**config.mk**
```make
export PLATFORM = sky130hd
export DESIGN_NAME = morse_letter_decoder_flat
export DESIGN_NICKNAME = d
export VERILOG_FILES = /design/src/rtl/morse_letter_decoder_pkg.sv /design/src/rtl/morse_letter_decoder_if.sv /design/src/rtl/morse_letter_decoder_key_sync.sv /design/src/rtl/morse_letter_decoder.sv /design/src/flat_wrapper.sv
export SDC_FILE = /design/constraint.sdc
export NUM_CORES = 1
export LEC_CHECK = 0
export CAP_MARGIN = 20
export CORE_MARGIN = 3
export CORE_UTILIZATION = 35
export DETAILED_ROUTE_END_ITERATION = 16
export DONT_BUFFER_PORTS = 1
export PLACE_DENSITY = 0.54
export SYNTH_ARGS = -nofsm -noshare
export SYNTH_HDL_FRONTEND = slang
export SYNTH_SLANG_ARGS = --single-unit
```
**constraint.sdc**
```tcl
create_clock -name clk -period 3.8 [get_ports clk]
set_input_delay 0.57 -clock clk [delete_from_list [all_inputs] [get_ports clk]]
set_output_delay 0.57 -clock clk [all_outputs]
set_load 0.02 [all_outputs]
```
**src/rtl/morse_letter_decoder_pkg.sv**
```systemverilog
// Purpose : shared FSM state type, letter codes and the Morse lookup table.
// Latency : n/a (types, constants and a pure function).
// Backpr. : n/a.
package morse_pkg;

   typedef enum logic [2:0] {IDLE, PRESS, GAP, EMIT, DRAW} state_t;

   // Letter codes: 0 means none/invalid, 1..26 map to A..Z.
   localparam logic [4:0] L_NONE = 5'd0;
   localparam logic [4:0] L_A = 5'd1,  L_B = 5'd2,  L_C = 5'd3,  L_D = 5'd4,  L_E = 5'd5;
   localparam logic [4:0] L_F = 5'd6,  L_G = 5'd7,  L_H = 5'd8,  L_I = 5'd9,  L_J = 5'd10;
   localparam logic [4:0] L_K = 5'd11, L_L = 5'd12, L_M = 5'd13, L_N = 5'd14, L_O = 5'd15;
   localparam logic [4:0] L_P = 5'd16, L_Q = 5'd17, L_R = 5'd18, L_S = 5'd19, L_T = 5'd20;
   localparam logic [4:0] L_U = 5'd21, L_V = 5'd22, L_W = 5'd23, L_X = 5'd24, L_Y = 5'd25;
   localparam logic [4:0] L_Z = 5'd26;

   // Symbols are shifted in newest-at-bit-0, so the first symbol keyed sits
   // in the highest used bit. 1 = dash, 0 = dot.
   function automatic logic [4:0] morse_lookup(input logic [2:0] count, input logic [3:0] bits);
      logic [4:0] code;
      code = L_NONE;
      case (count)
         3'd1: code = bits[0] ? L_T : L_E;
         3'd2: case (bits[1:0])
                  2'b00: code = L_I;
                  2'b01: code = L_A;
                  2'b10: code = L_N;
                  default: code = L_M;
               endcase
         3'd3: case (bits[2:0])
                  3'b000: code = L_S;
                  3'b001: code = L_U;
                  3'b010: code = L_R;
                  3'b011: code = L_W;
                  3'b100: code = L_D;
                  3'b101: code = L_K;
                  3'b110: code = L_G;
                  default: code = L_O;
               endcase
         3'd4: case (bits)
                  4'b0000: code = L_H;
                  4'b0001: code = L_V;
                  4'b0010: code = L_F;
                  4'b0100: code = L_L;
                  4'b0110: code = L_P;
                  4'b0111: code = L_J;
                  4'b1000: code = L_B;
                  4'b1001: code = L_X;
                  4'b1010: code = L_C;
                  4'b1011: code = L_Y;
                  4'b1100: code = L_Z;
                  4'b1101: code = L_Q;
                  default: code = L_NONE;
               endcase
         default: code = L_NONE;
      endcase
      return code;
   endfunction

endpackage

```
**src/rtl/morse_letter_decoder_if.sv**
```systemverilog
// Purpose : bundles the key/draw handshake signals of the letter decoder.
// Latency : n/a (wiring only).
// Backpr. : none; finished is the only return path from the draw module.
// master = decoder side, slave = key source / draw module side.
interface morse_letter_decoder_if;
   logic       key;
   logic       finished;
   logic       signal;
   logic [4:0] letter;
   logic [3:0] symbols;
   logic [2:0] sym_count;
   logic       error;

   modport master (input key, finished, output signal, letter, symbols, sym_count, error);
   modport slave  (output key, finished, input signal, letter, symbols, sym_count, error);
endinterface

```
**src/rtl/morse_letter_decoder_key_sync.sv**
```systemverilog
// Purpose : brings the raw key into clk, provides key_s and rise/fall pulses.
// Latency : key change to rise/fall pulse visible 2 cycles, acted on at the 3rd edge.
// Backpr. : none; sampled every cycle.
// Ports: clk, reset (async high), key (async in), key_s, rise, fall.
module morse_key_sync (
   input  logic clk,
   input  logic reset,
   input  logic key,
   output logic key_s,
   output logic rise,
   output logic fall
);
   logic meta_q, sync_q, prev_q;

   always_ff @(posedge clk or posedge reset) begin
      if (reset) begin
         meta_q <= 1'b0;
         sync_q <= 1'b0;
         prev_q <= 1'b0;
      end else begin
         meta_q <= key;
         sync_q <= meta_q;
         prev_q <= sync_q;
      end
   end

   assign key_s = sync_q;
   assign rise  = sync_q & ~prev_q;
   assign fall  = ~sync_q & prev_q;
endmodule

```
**src/rtl/morse_letter_decoder.sv**
```systemverilog
// Purpose : times key presses into dots/dashes, decodes a letter after the gap, drives draw enable.
// Latency : key edge acted on 3 cycles later; signal rises 1 cycle after the letter gap expires.
// Backpr. : signal held until a rising edge of finished or the draw timeout; key ignored meanwhile.
// Ports: clk, reset (async high), bus (master: key, finished in; signal, letter, symbols, sym_count, error out).
module morse_letter_decoder
   import morse_pkg::*;
#(
   parameter int MIN_PRESS    = 500_000,
   parameter int DOT_MAX      = 12_500_000,
   parameter int LETTER_GAP   = 37_500_000,
   parameter int DRAW_TIMEOUT = 512,
   parameter int CNT_W        = 26
) (
   input  logic clk,
   input  logic reset,
   morse_letter_decoder_if.master bus
);
   localparam int DRAW_W = (DRAW_TIMEOUT > 2) ? $clog2(DRAW_TIMEOUT) : 1;

   state_t              state_q, state_n;
   logic [CNT_W-1:0]    press_cnt_q, press_cnt_n;
   logic [CNT_W-1:0]    gap_cnt_q, gap_cnt_n;
   logic [DRAW_W-1:0]   draw_cnt_q, draw_cnt_n;
   logic [3:0]          symbols_q, symbols_n;
   logic [2:0]          sym_count_q, sym_count_n;
   logic                ovf_q, ovf_n;
   logic [4:0]          letter_q, letter_n;
   logic                signal_q, signal_n;
   logic                error_q, error_n;
   logic                fin_d_q;

   logic                key_s, key_rise, key_fall;
   logic                fin_rise, dash;
   logic [4:0]          lookup_code;

   morse_key_sync u_sync (
      .clk   (clk),
      .reset (reset),
      .key   (bus.key),
      .key_s (key_s),
      .rise  (key_rise),
      .fall  (key_fall)
   );

   // fin_d tracks finished in every state, so a level already high on entry
   // to DRAW never looks like an edge.
   assign fin_rise    = bus.finished & ~fin_d_q;
   assign dash        = press_cnt_q > CNT_W'(DOT_MAX);
   assign lookup_code = morse_lookup(sym_count_q, symbols_q);

   always_ff @(posedge clk or posedge reset) begin
      if (reset) begin
         state_q     <= IDLE;
         press_cnt_q <= '0;
         gap_cnt_q   <= '0;
         draw_cnt_q  <= '0;
         symbols_q   <= '0;
         sym_count_q <= '0;
         ovf_q       <= 1'b0;
         letter_q    <= '0;
         signal_q    <= 1'b0;
         error_q     <= 1'b0;
         fin_d_q     <= 1'b0;
      end else begin
         state_q     <= state_n;
         press_cnt_q <= press_cnt_n;
         gap_cnt_q   <= gap_cnt_n;
         draw_cnt_q  <= draw_cnt_n;
         symbols_q   <= symbols_n;
         sym_count_q <= sym_count_n;
         ovf_q       <= ovf_n;
         letter_q    <= letter_n;
         signal_q    <= signal_n;
         error_q     <= error_n;
         fin_d_q     <= bus.finished;
      end
   end

   always_comb begin
      state_n     = state_q;
      press_cnt_n = press_cnt_q;
      gap_cnt_n   = gap_cnt_q;
      draw_cnt_n  = draw_cnt_q;
      symbols_n   = symbols_q;
      sym_count_n = sym_count_q;
      ovf_n       = ovf_q;
      letter_n    = letter_q;
      signal_n    = signal_q;
      error_n     = error_q;

      case (state_q)
         IDLE: begin
            press_cnt_n = '0;
            gap_cnt_n   = '0;
            draw_cnt_n  = '0;
            if (key_rise) begin
               error_n = 1'b0;
               state_n = PRESS;
            end
         end
         PRESS: begin
            if (press_cnt_q != '1)
               press_cnt_n = press_cnt_q + CNT_W'(1);
            if (key_fall) begin
               gap_cnt_n = '0;
               if (press_cnt_q < CNT_W'(MIN_PRESS)) begin
                  // Glitch: drop it, but keep waiting out the gap if a letter is in progress.
                  state_n = (sym_count_q != 3'd0) ? GAP : IDLE;
               end else begin
                  if (sym_count_q < 3'd4) begin
                     symbols_n   = {symbols_q[2:0], dash};
                     sym_count_n = sym_count_q + 3'd1;
                  end else begin
                     ovf_n = 1'b1;
                  end
                  state_n = GAP;
               end
            end
         end
         GAP: begin
            gap_cnt_n = gap_cnt_q + CNT_W'(1);
            // A new press on the expiry cycle still belongs to this letter.
            if (key_rise) begin
               press_cnt_n = '0;
               state_n     = PRESS;
            end else if (gap_cnt_q == CNT_W'(LETTER_GAP - 1)) begin
               state_n = EMIT;
            end
         end
         EMIT: begin
            if (ovf_q || (lookup_code == L_NONE)) begin
               letter_n    = L_NONE;
               error_n     = 1'b1;
               symbols_n   = '0;
               sym_count_n = '0;
               ovf_n       = 1'b0;
               state_n     = IDLE;
            end else begin
               letter_n   = lookup_code;
               signal_n   = 1'b1;
               draw_cnt_n = '0;
               state_n    = DRAW;
            end
         end
         DRAW: begin
            draw_cnt_n = draw_cnt_q + DRAW_W'(1);
            if (fin_rise || (draw_cnt_q == DRAW_W'(DRAW_TIMEOUT - 1))) begin
               signal_n    = 1'b0;
               symbols_n   = '0;
               sym_count_n = '0;
               ovf_n       = 1'b0;
               state_n     = IDLE;
            end
         end
         default: state_n = IDLE;
      endcase
   end

   assign bus.signal    = signal_q;
   assign bus.letter    = letter_q;
   assign bus.symbols   = symbols_q;
   assign bus.sym_count = sym_count_q;
   assign bus.error     = error_q;
endmodule

```
**src/flat_wrapper.sv**
```systemverilog
// flat-port wrapper written by rule: the top's interface ports become plain ports
module morse_letter_decoder_flat import morse_pkg::*;
#(
   parameter int MIN_PRESS    = 500_000,
   parameter int DOT_MAX      = 12_500_000,
   parameter int LETTER_GAP   = 37_500_000,
   parameter int DRAW_TIMEOUT = 512,
   parameter int CNT_W        = 26
)
  (clk, reset, bus_key, bus_finished, bus_signal, bus_letter, bus_symbols, bus_sym_count, bus_error);
  morse_letter_decoder_if bus_i ();
  input  logic clk;
  input  logic reset;
  input wire logic [$bits(bus_i.key)-1:0] bus_key;
  input wire logic [$bits(bus_i.finished)-1:0] bus_finished;
  output wire logic [$bits(bus_i.signal)-1:0] bus_signal;
  output wire logic [$bits(bus_i.letter)-1:0] bus_letter;
  output wire logic [$bits(bus_i.symbols)-1:0] bus_symbols;
  output wire logic [$bits(bus_i.sym_count)-1:0] bus_sym_count;
  output wire logic [$bits(bus_i.error)-1:0] bus_error;
  assign bus_i.key = bus_key;
  assign bus_i.finished = bus_finished;
  assign bus_signal = bus_i.signal;
  assign bus_letter = bus_i.letter;
  assign bus_symbols = bus_i.symbols;
  assign bus_sym_count = bus_i.sym_count;
  assign bus_error = bus_i.error;
  morse_letter_decoder #(.MIN_PRESS(MIN_PRESS), .DOT_MAX(DOT_MAX), .LETTER_GAP(LETTER_GAP), .DRAW_TIMEOUT(DRAW_TIMEOUT), .CNT_W(CNT_W)) u_core (.clk(clk), .reset(reset), .bus(bus_i));
endmodule
```
==> results of run 1 <==
where the power goes:
| group | internal [mW] | total [mW] | switching (mW) |
|---|---|---|---|
| logic | 0.0762 | 0.251 | 0.175 |
| registers | 0.911 | 0.952 | 0.0413 |
| clock network | 0.513 | 0.872 | 0.359 |
| total | 1.50 | 2.08 | 0.575 |
cell families (layout without fill, tap and decap cells):
family          Yosys count  after routing
xor+xnor                 45             45
mux                       6              6
fa+ha+maj                19             19
buf+inv                  52             55
flops                    83             83
simple gates            248            248
compound gates           89             89
stage by stage:
stage	power, mW	hold slack (ps)	cell area (µm²)
after global routing	2.19	230	5350
final	2.08	236	5350
after floorplan	1.15	331	4870
after global placement	1.22	383	5060
after detailed placement	1.22	389	5060
after CTS	2.12	225	5350
layer usage:
| metal | GRT usage [%] | vias to the layer above |
|---|---|---|
| met3 | 3.54 | 9 |
| li1 | - | 1895 |
| met2 | 22.6 | 34 |
| met4 | 4.72 | 0 |
| met1 | 20.7 | 1860 |
| met5 | 0 | - |
state kept, by name, summed over array words and instances (netlist names):
| name | cells |
|---|---|
| u_core.gap_cnt_q | 26 |
| u_core.press_cnt_q | 26 |
| u_core.draw_cnt_q | 9 |
| u_core.bus.letter | 5 |
| u_core.bus.symbols | 4 |
| u_core.bus.sym_count | 3 |
| u_core.state_q | 3 |
| u_core.bus.error | 1 |
| u_core.bus.signal | 1 |
| u_core.fin_d_q | 1 |
| u_core.ovf_q | 1 |
| u_core.u_sync.key_s | 1 |
| u_core.u_sync.meta_q | 1 |
| u_core.u_sync.prev_q | 1 |
layout make-up:
class | count | area [µm²]
clock buffers | 11 | 233
clock inverters | 5 | 62.6
fillers | 1387 | 8100
inverters | 33 | 125
multi-input cells | 407 | 2590
flip-flops and latches | 83 | 2080
well taps | 176 | 220
repair buffers | 6 | 45.0
cells in the final DEF, fill, tap and decap left out, drive strengths merged, types with 14 or more instances in the layout:
cell type  instances
dfrtp             83
nor2              72
nand2             51
inv               33
xnor2             30
o21ai             25
nand3             25
ha                19
nor3              18
a21oi             17
xor2              15
nor4              14
worst max path at each step:
stage	start	endpoint	slack, ps
3_5_place_dp	u_core.bus.symbols[1]	u_core.bus.symbols[0]	680
4_1_cts	u_core.bus.symbols[1]	u_core.bus.symbols[0]	650
2_1_floorplan	u_core.bus.symbols[0]	u_core.bus.symbols[0]	830
5_1_grt	u_core.bus.symbols[1]	u_core.draw_cnt_q[0]	400
6_report	u_core.bus.symbols[1]	u_core.bus.symbols[0]	640
3_3_place_gp	u_core.bus.symbols[1]	u_core.bus.symbols[0]	740
worst max-delay path: stages (launching register included):
cell and delay, ps:
dfrtp_1 650, inv_1 160, ha_1 290, or4b_1 540
o221a_2 250, o31a_1 250, and4b_2 350, o2111ai_4 200
mux2_4 340
==> results.md, run 1 <==
* Tightest Pin Transition at a little over 800 ps
* Tmin final at 3160 ps
* H-tree levels at 3
* Die Y at 124 µm
* Mapped Cells at 542
* Metal-1 WL at 5.23 mm
* Worst vdd ir at 0.232 mV
* Via density at 5.27
* Synth Cell Area at 0.00487 mm²
* First-pass GRT wire length at 18.2 mm
* Yosys warns at 0
* Largest net degree at the start of global routing at 46
* Top post-synthesis cells by area: dfrtp_1 (43%), nor2_1 (5.5%), xnor2_1 (5.4%), ha_1 (4.9%), nand2_1 (3.9%)
* Initial antenna violation count at 0
* Worst Path Required at 4030 ps
* Antenna viol nets, final at 0
* Mean Syn Cell Area at ~9 µm²
* EDFF count, synth at 0
* Largest family of logic cells by synthesized area: simple AND/OR/NAND/NOR gates
* Max layer used: met4
* GRT Total Usage at 14.8%
* Slew headroom at 45.8%
* Detailed Routing Iterations Pass 1 at 4
* Power Density at 388 mW/mm²
* Mux contribution to synthesized area at roughly 1.6%
* Reg2Reg Depth at 8
* Io pins at 18
* CP endpoint kind: flip-flop
* Clock latency on the worst-skew pair at 340 ps
* Hold Crit Class: input pin to async pin
* R2r setup slk at 640 ps
* Synthesized flop and latch total at 83
* GP Congestion at 0.802
* Crit Path Max Fanout at 10
* Area Growth Syn to Fin at 9.80%
* Crit start category: flip-flop
* Hold buffers post-CTS at 0
* Crit path kind: flip-flop to flip-flop
* Drt initial violations at 332
* Number of port buffers at 0
* Clock sinks at 83
* Die W at 124 µm
* Ys flop type: dfrtp_1
* RSZ-0062 raised after global routing: no
* Final worst setup slack at about 640 ps
* Tcrit/Tclk final at 83.1%
* Top cells by count, synth: dfrtp_1 (83), nor2_1 (72), nand2_1 (51)
* Sequential-to-total area share from yosys stat at 42.6%
* Starting density of the core at 36.2%
* Bufs on Longest Clock Path at 2
* Reg2reg start: u_core.bus.symbols[1]
* Worst EP arrival at around 3400 ps
* LEAKAGE at roughly 2.2 nW
* Vias in the first global route at around 3.7k
* WL met2 at 4.81 mm
* Setup TNS at 0 ps
* Routed len/inst at 14.5 µm
* Die area at 0.0154 mm²
* TritonCTS clock tree: done
* Maxcap violations at 0
* Final core utilization at 39.8%
* Resized Gates After CTS at 0
* Total Wirelength at 10.5 mm
* Slew Viols, Final at 0
* Dpl cells at 705
* Final Hold Viols at 0
* Final setup violation count at 0
* Mapped Nets at roughly 570
* Setup Slack @ Placement at approximately 700 ps
* Core Footprint at 0.0135 mm²
* Row cnt at 42
* Number of buffers created by CTS at 9
* Synth Area in Adders at 4.88%
* Vias at 3798
* Clock root cell: clkbuf_16
* Outcome: finished clean
* Asr flop ratio synth at 100%
* Worst-path clk slew at 60 ps
* Post-Synth XOR/XNOR Area at a little over 8%
* Yosys top cell area share at between 40% and 50%
* Simple-gate share of the synthesized area at 25.7%
* Cell with the most instances after synthesis: dfrtp_1
* Hpwl dp at 7.52 mm
* # DRC at 0
* Post-CTS Setup Repair Bufs at 0
* Complex-gate fraction of the synthesized area at between 10% and 20%
* Layout cells sized above 1 at 8.07%
* Diode count at 0
* Net count, final at 563
* Yosys cell types at 64
* Critical R2R Capture: u_core.bus.symbols[0]
* Worst-case clock skew at 6.78 ps
* Leading area contributor after synthesis: dfrtp_1
* Final cell count without fillers at 721
* Global route overflow at 0
* Met3 Wirelength at 316 µm
* Fmax at 317 MHz
(Power assumes the default switching activity.)
==> inputs of run 2 (changes only) <==
--- a/config.mk
+++ b/config.mk
@@ -5,12 +5,13 @@
 export SDC_FILE = /design/constraint.sdc
 export NUM_CORES = 1
 export LEC_CHECK = 0
+export ABC_AREA = 1
 export CAP_MARGIN = 20
 export CORE_MARGIN = 3
 export CORE_UTILIZATION = 35
 export DETAILED_ROUTE_END_ITERATION = 16
 export DONT_BUFFER_PORTS = 1
-export PLACE_DENSITY = 0.54
+export PLACE_DENSITY = 0.56
 export SYNTH_ARGS = -nofsm -noshare
 export SYNTH_HDL_FRONTEND = slang
 export SYNTH_SLANG_ARGS = --single-unit
==> constraint.sdc (replaced) <==
create_clock -name clk -period 2.85 [get_ports clk]
set_input_delay 0.4275 -clock clk [delete_from_list [all_inputs] [get_ports clk]]
set_output_delay 0.4275 -clock clk [all_outputs]
set_load 0.02 [all_outputs]
==> results.md, run 2 <==
* EDFF count, synth at 0
* Number of port buffers at 0
* Simple-gate share of the synthesized area at 35.6%
* Layout cells sized above 1 at 8.88%
* Global route overflow at 0
* CP endpoint kind: flip-flop
* Detailed Routing Iterations Pass 1 at 5
* Top Registers: u_core.gap_cnt_q (26), u_core.press_cnt_q (26), u_core.draw_cnt_q (9)
* Largest net degree at the start of global routing at between 40 and 50
* Mean Syn Cell Area at approximately 7.4 µm²
* Tcrit/Tclk final at 85.6%
* Fmax at 410 MHz
* Die area at 0.0168 mm²
* Outcome: finished clean
* Reg2Reg Depth at 16
* Resized Gates After CTS at 0
* Worst-case clock skew at roughly 9 ps
* Ys flop type: dfrtp_1
* Tightest Pin Transition at 703 ps
* Vias in the first global route at 4581
* Critical path endpoint: u_core.bus.symbols[0]
* Core Footprint at roughly 0.015 mm²
* Worst vdd ir at 0.403 mV
* Leading area contributor after synthesis: dfrtp_1
* Reg2reg start: u_core.bus.symbols[1]
* Number of buffers created by CTS at 9
* GP Congestion at 0.926
* Total Wirelength at about 13 mm
* Final worst setup slack at just over 400 ps
* Hold Crit Class: input pin to async pin
* Fill count at approximately 1.5k
* Setup TNS at 0 ps
* Synth Area in Adders at approximately 4.5%
* Top cells by count, synth: nand2_1 (169), inv_1 (89), dfrtp_1 (83), nor2_1 (83), nand3_1 (52)
* Crit start category: flip-flop
* WHS at 51.4 ps
* Die W at 129 µm
* Crit path kind: flip-flop to flip-flop
* Slew headroom at 53.1%
* Die Y at 129 µm
* H-tree levels at 3
* Crit-path cells: inv_1 -> ha_1 -> inv_1 -> nand2_1 -> nand2_1 -> nand2_1 -> nand3_1 -> nand2_1 -> inv_1 -> nand2_1 -> nand2_1 -> nand4_2 -> nand2_4 -> nand3_4 -> nand2_1 -> nand2_1
* Synth Cell Area at 0.00533 mm²
* RSZ-0062 raised after global routing: no
* Worst Path Required at 3090 ps
* Antenna viol nets, final at 0
* Final Hold Viols at 0
* Mapped Nets at 744
* Final setup violation count at 0
* Cell with the most instances after synthesis: nand2_1
* R2r setup slk at 410 ps
* Maxcap violations at 0
* Design Area, Final at 0.00581 mm²
* Yosys cell types at 49
* Area Growth Syn to Fin at 8.87%
* Largest family of logic cells by synthesized area: simple AND/OR/NAND/NOR gates
* Slew Viols, Final at 0
* Top post-synthesis cells by area: dfrtp_1 (39%), nand2_1 (12%), inv_1 (6.3%), nor2_1 (5.8%), nand3_1 (4.9%)
* Commonest non-fill, non-tap cell in the layout: nand2_1
* Critical R2R Capture: u_core.bus.symbols[0]
* Commonest cells after routing, fill and taps aside: nand2_1 (169), inv_1 (88), nor2_1 (83), dfrtp_1 (83), nand3_1 (52)
* First-pass GRT wire length at 21.9 mm
* Net count, final at 750
* Hold buffers post-CTS at 0
* TritonCTS clock tree: done
* Bufs on Longest Clock Path at 2
* Final core utilization at approximately two fifths
* Asr flop ratio synth at 100%
* # DRC at 0
* Hpwl dp at 9.58 mm
* Starting density of the core at 36.3%
* Post-CTS Setup Repair Bufs at 0
* Initial antenna violation count at 0
* Io pins at 18
* Synthesized flop and latch total at 83
* Row cnt at 44
* GRT Total Usage at approximately 16%
* Crit Path Max Fanout at 17
* Critical path's most frequent cell: nand2_1
* CP max stage delay at 620 ps
* CP Launch Point: u_core.bus.symbols[1]
* Clock root cell: clkbuf_16
* Complex-gate fraction of the synthesized area at 9.64%
* Yosys warns at 0
* Setup Slack @ Placement at 433 ps
* Clock sinks at 83
* Routed len/inst at 14.0 µm
* Drt initial violations at between 300 and 400
* Sequential-to-total area share from yosys stat at 38.9%
* Diode count at 0
* Critical-path top delay cell: dfrtp_1
* Worst EP arrival at around 2700 ps
* Placed instance area at 0.00553 mm²
* Mux contribution to synthesized area at 0%
* Vias at 4724
* Tmin final at ~2400 ps
* Clock latency on the worst-skew pair at about 350 ps
* Mapped Cells at a little over 700
* Yosys top cell area share at just under 40%
* Worst-path clk slew at 60 ps
* Post-Synth XOR/XNOR Area at roughly 2.8%
* Power Density at 667 mW/mm²
* LEAKAGE at 2.59 nW
* Via density at 5.16
## run 2: cell count changes in the layout (fill, tap and decap cells not counted), moves of 12 or more
cell,before,now
inv_1,32,88
nand2_1,51,169
nand2_2,0,12
nand3_1,25,52
xnor2_1,30,2
## run 2: critical path: cells and delay by family, from the launching register on
| kind | cells | cell delay [ps] |
|---|---|---|
| flip-flops | 1 | 620 |
| adder cells (fa/ha/maj) | 1 | 310 |
| buffers and inverters | 3 | 330 |
| AND/OR/NAND/NOR | 12 | 1060 |
## run 2: metal layers
| metal | vias to the layer above | share of wire (%) | global-route usage (%) |
|---|---|---|---|
| met5 | - | 0 | 0 |
| met4 | 0 | 1.7 | 6.23 |
| met3 | 15 | 3.7 | 2.97 |
| met2 | 80 | 46 | 25.8 |
| met1 | 2233 | 49 | 21.9 |
| li1 | 2396 | - | - |
## run 2: final cells by class
cell class	count	area [µm²]	area share, %
clock buffers	10	229	3.94
clock inverters	6	47.5	0.819
inverters	98	372	6.40
multi-input cells	530	2800	48.2
flip-flops and latches	83	2080	35.8
well taps	184	230	3.96
repair buffers	5	50.0	0.862
## run 2: power breakdown
group,total (mW),switching (mW),internal [mW]
Clock,1.11,0.510,0.602
Combinational,1.30,0.929,0.371
Sequential,1.46,0.179,1.28
## run 2: worst min-delay path by stage
| stage | from | endpoint | slack [ps] | cells past startpoint |
|---|---|---|---|---|
| floorplan | u_core.u_sync.meta_q | u_core.u_sync.key_s | 330 | 0 |
| global placement | u_core.u_sync.meta_q | u_core.u_sync.key_s | 330 | 0 |
| detailed placement | u_core.u_sync.meta_q | u_core.u_sync.key_s | 330 | 0 |
| CTS | reset | u_core.u_sync.meta_q | 70 | 1 |
| global route | bus_key | u_core.u_sync.meta_q | 80 | 0 |
| finish | reset | u_core.u_sync.meta_q | 50 | 1 |
## run 2: cell families after synthesis
group | count (synthesis)
buffers and inverters | 108
xor gates and xnor gates | 17
DFF | 83
and+or+nand+nor | 403
AOI/OAI and AO/OA | 91
adders and majority gates | 19
## run 2: metrics by stage
stage | power (mW) | cells
after floorplan | 2.47 | 721
after global placement | 2.78 | 900
after detailed placement | 2.80 | 900
after CTS | 3.93 | 916
after global routing | 4.16 | 916
final | 3.88 | 916
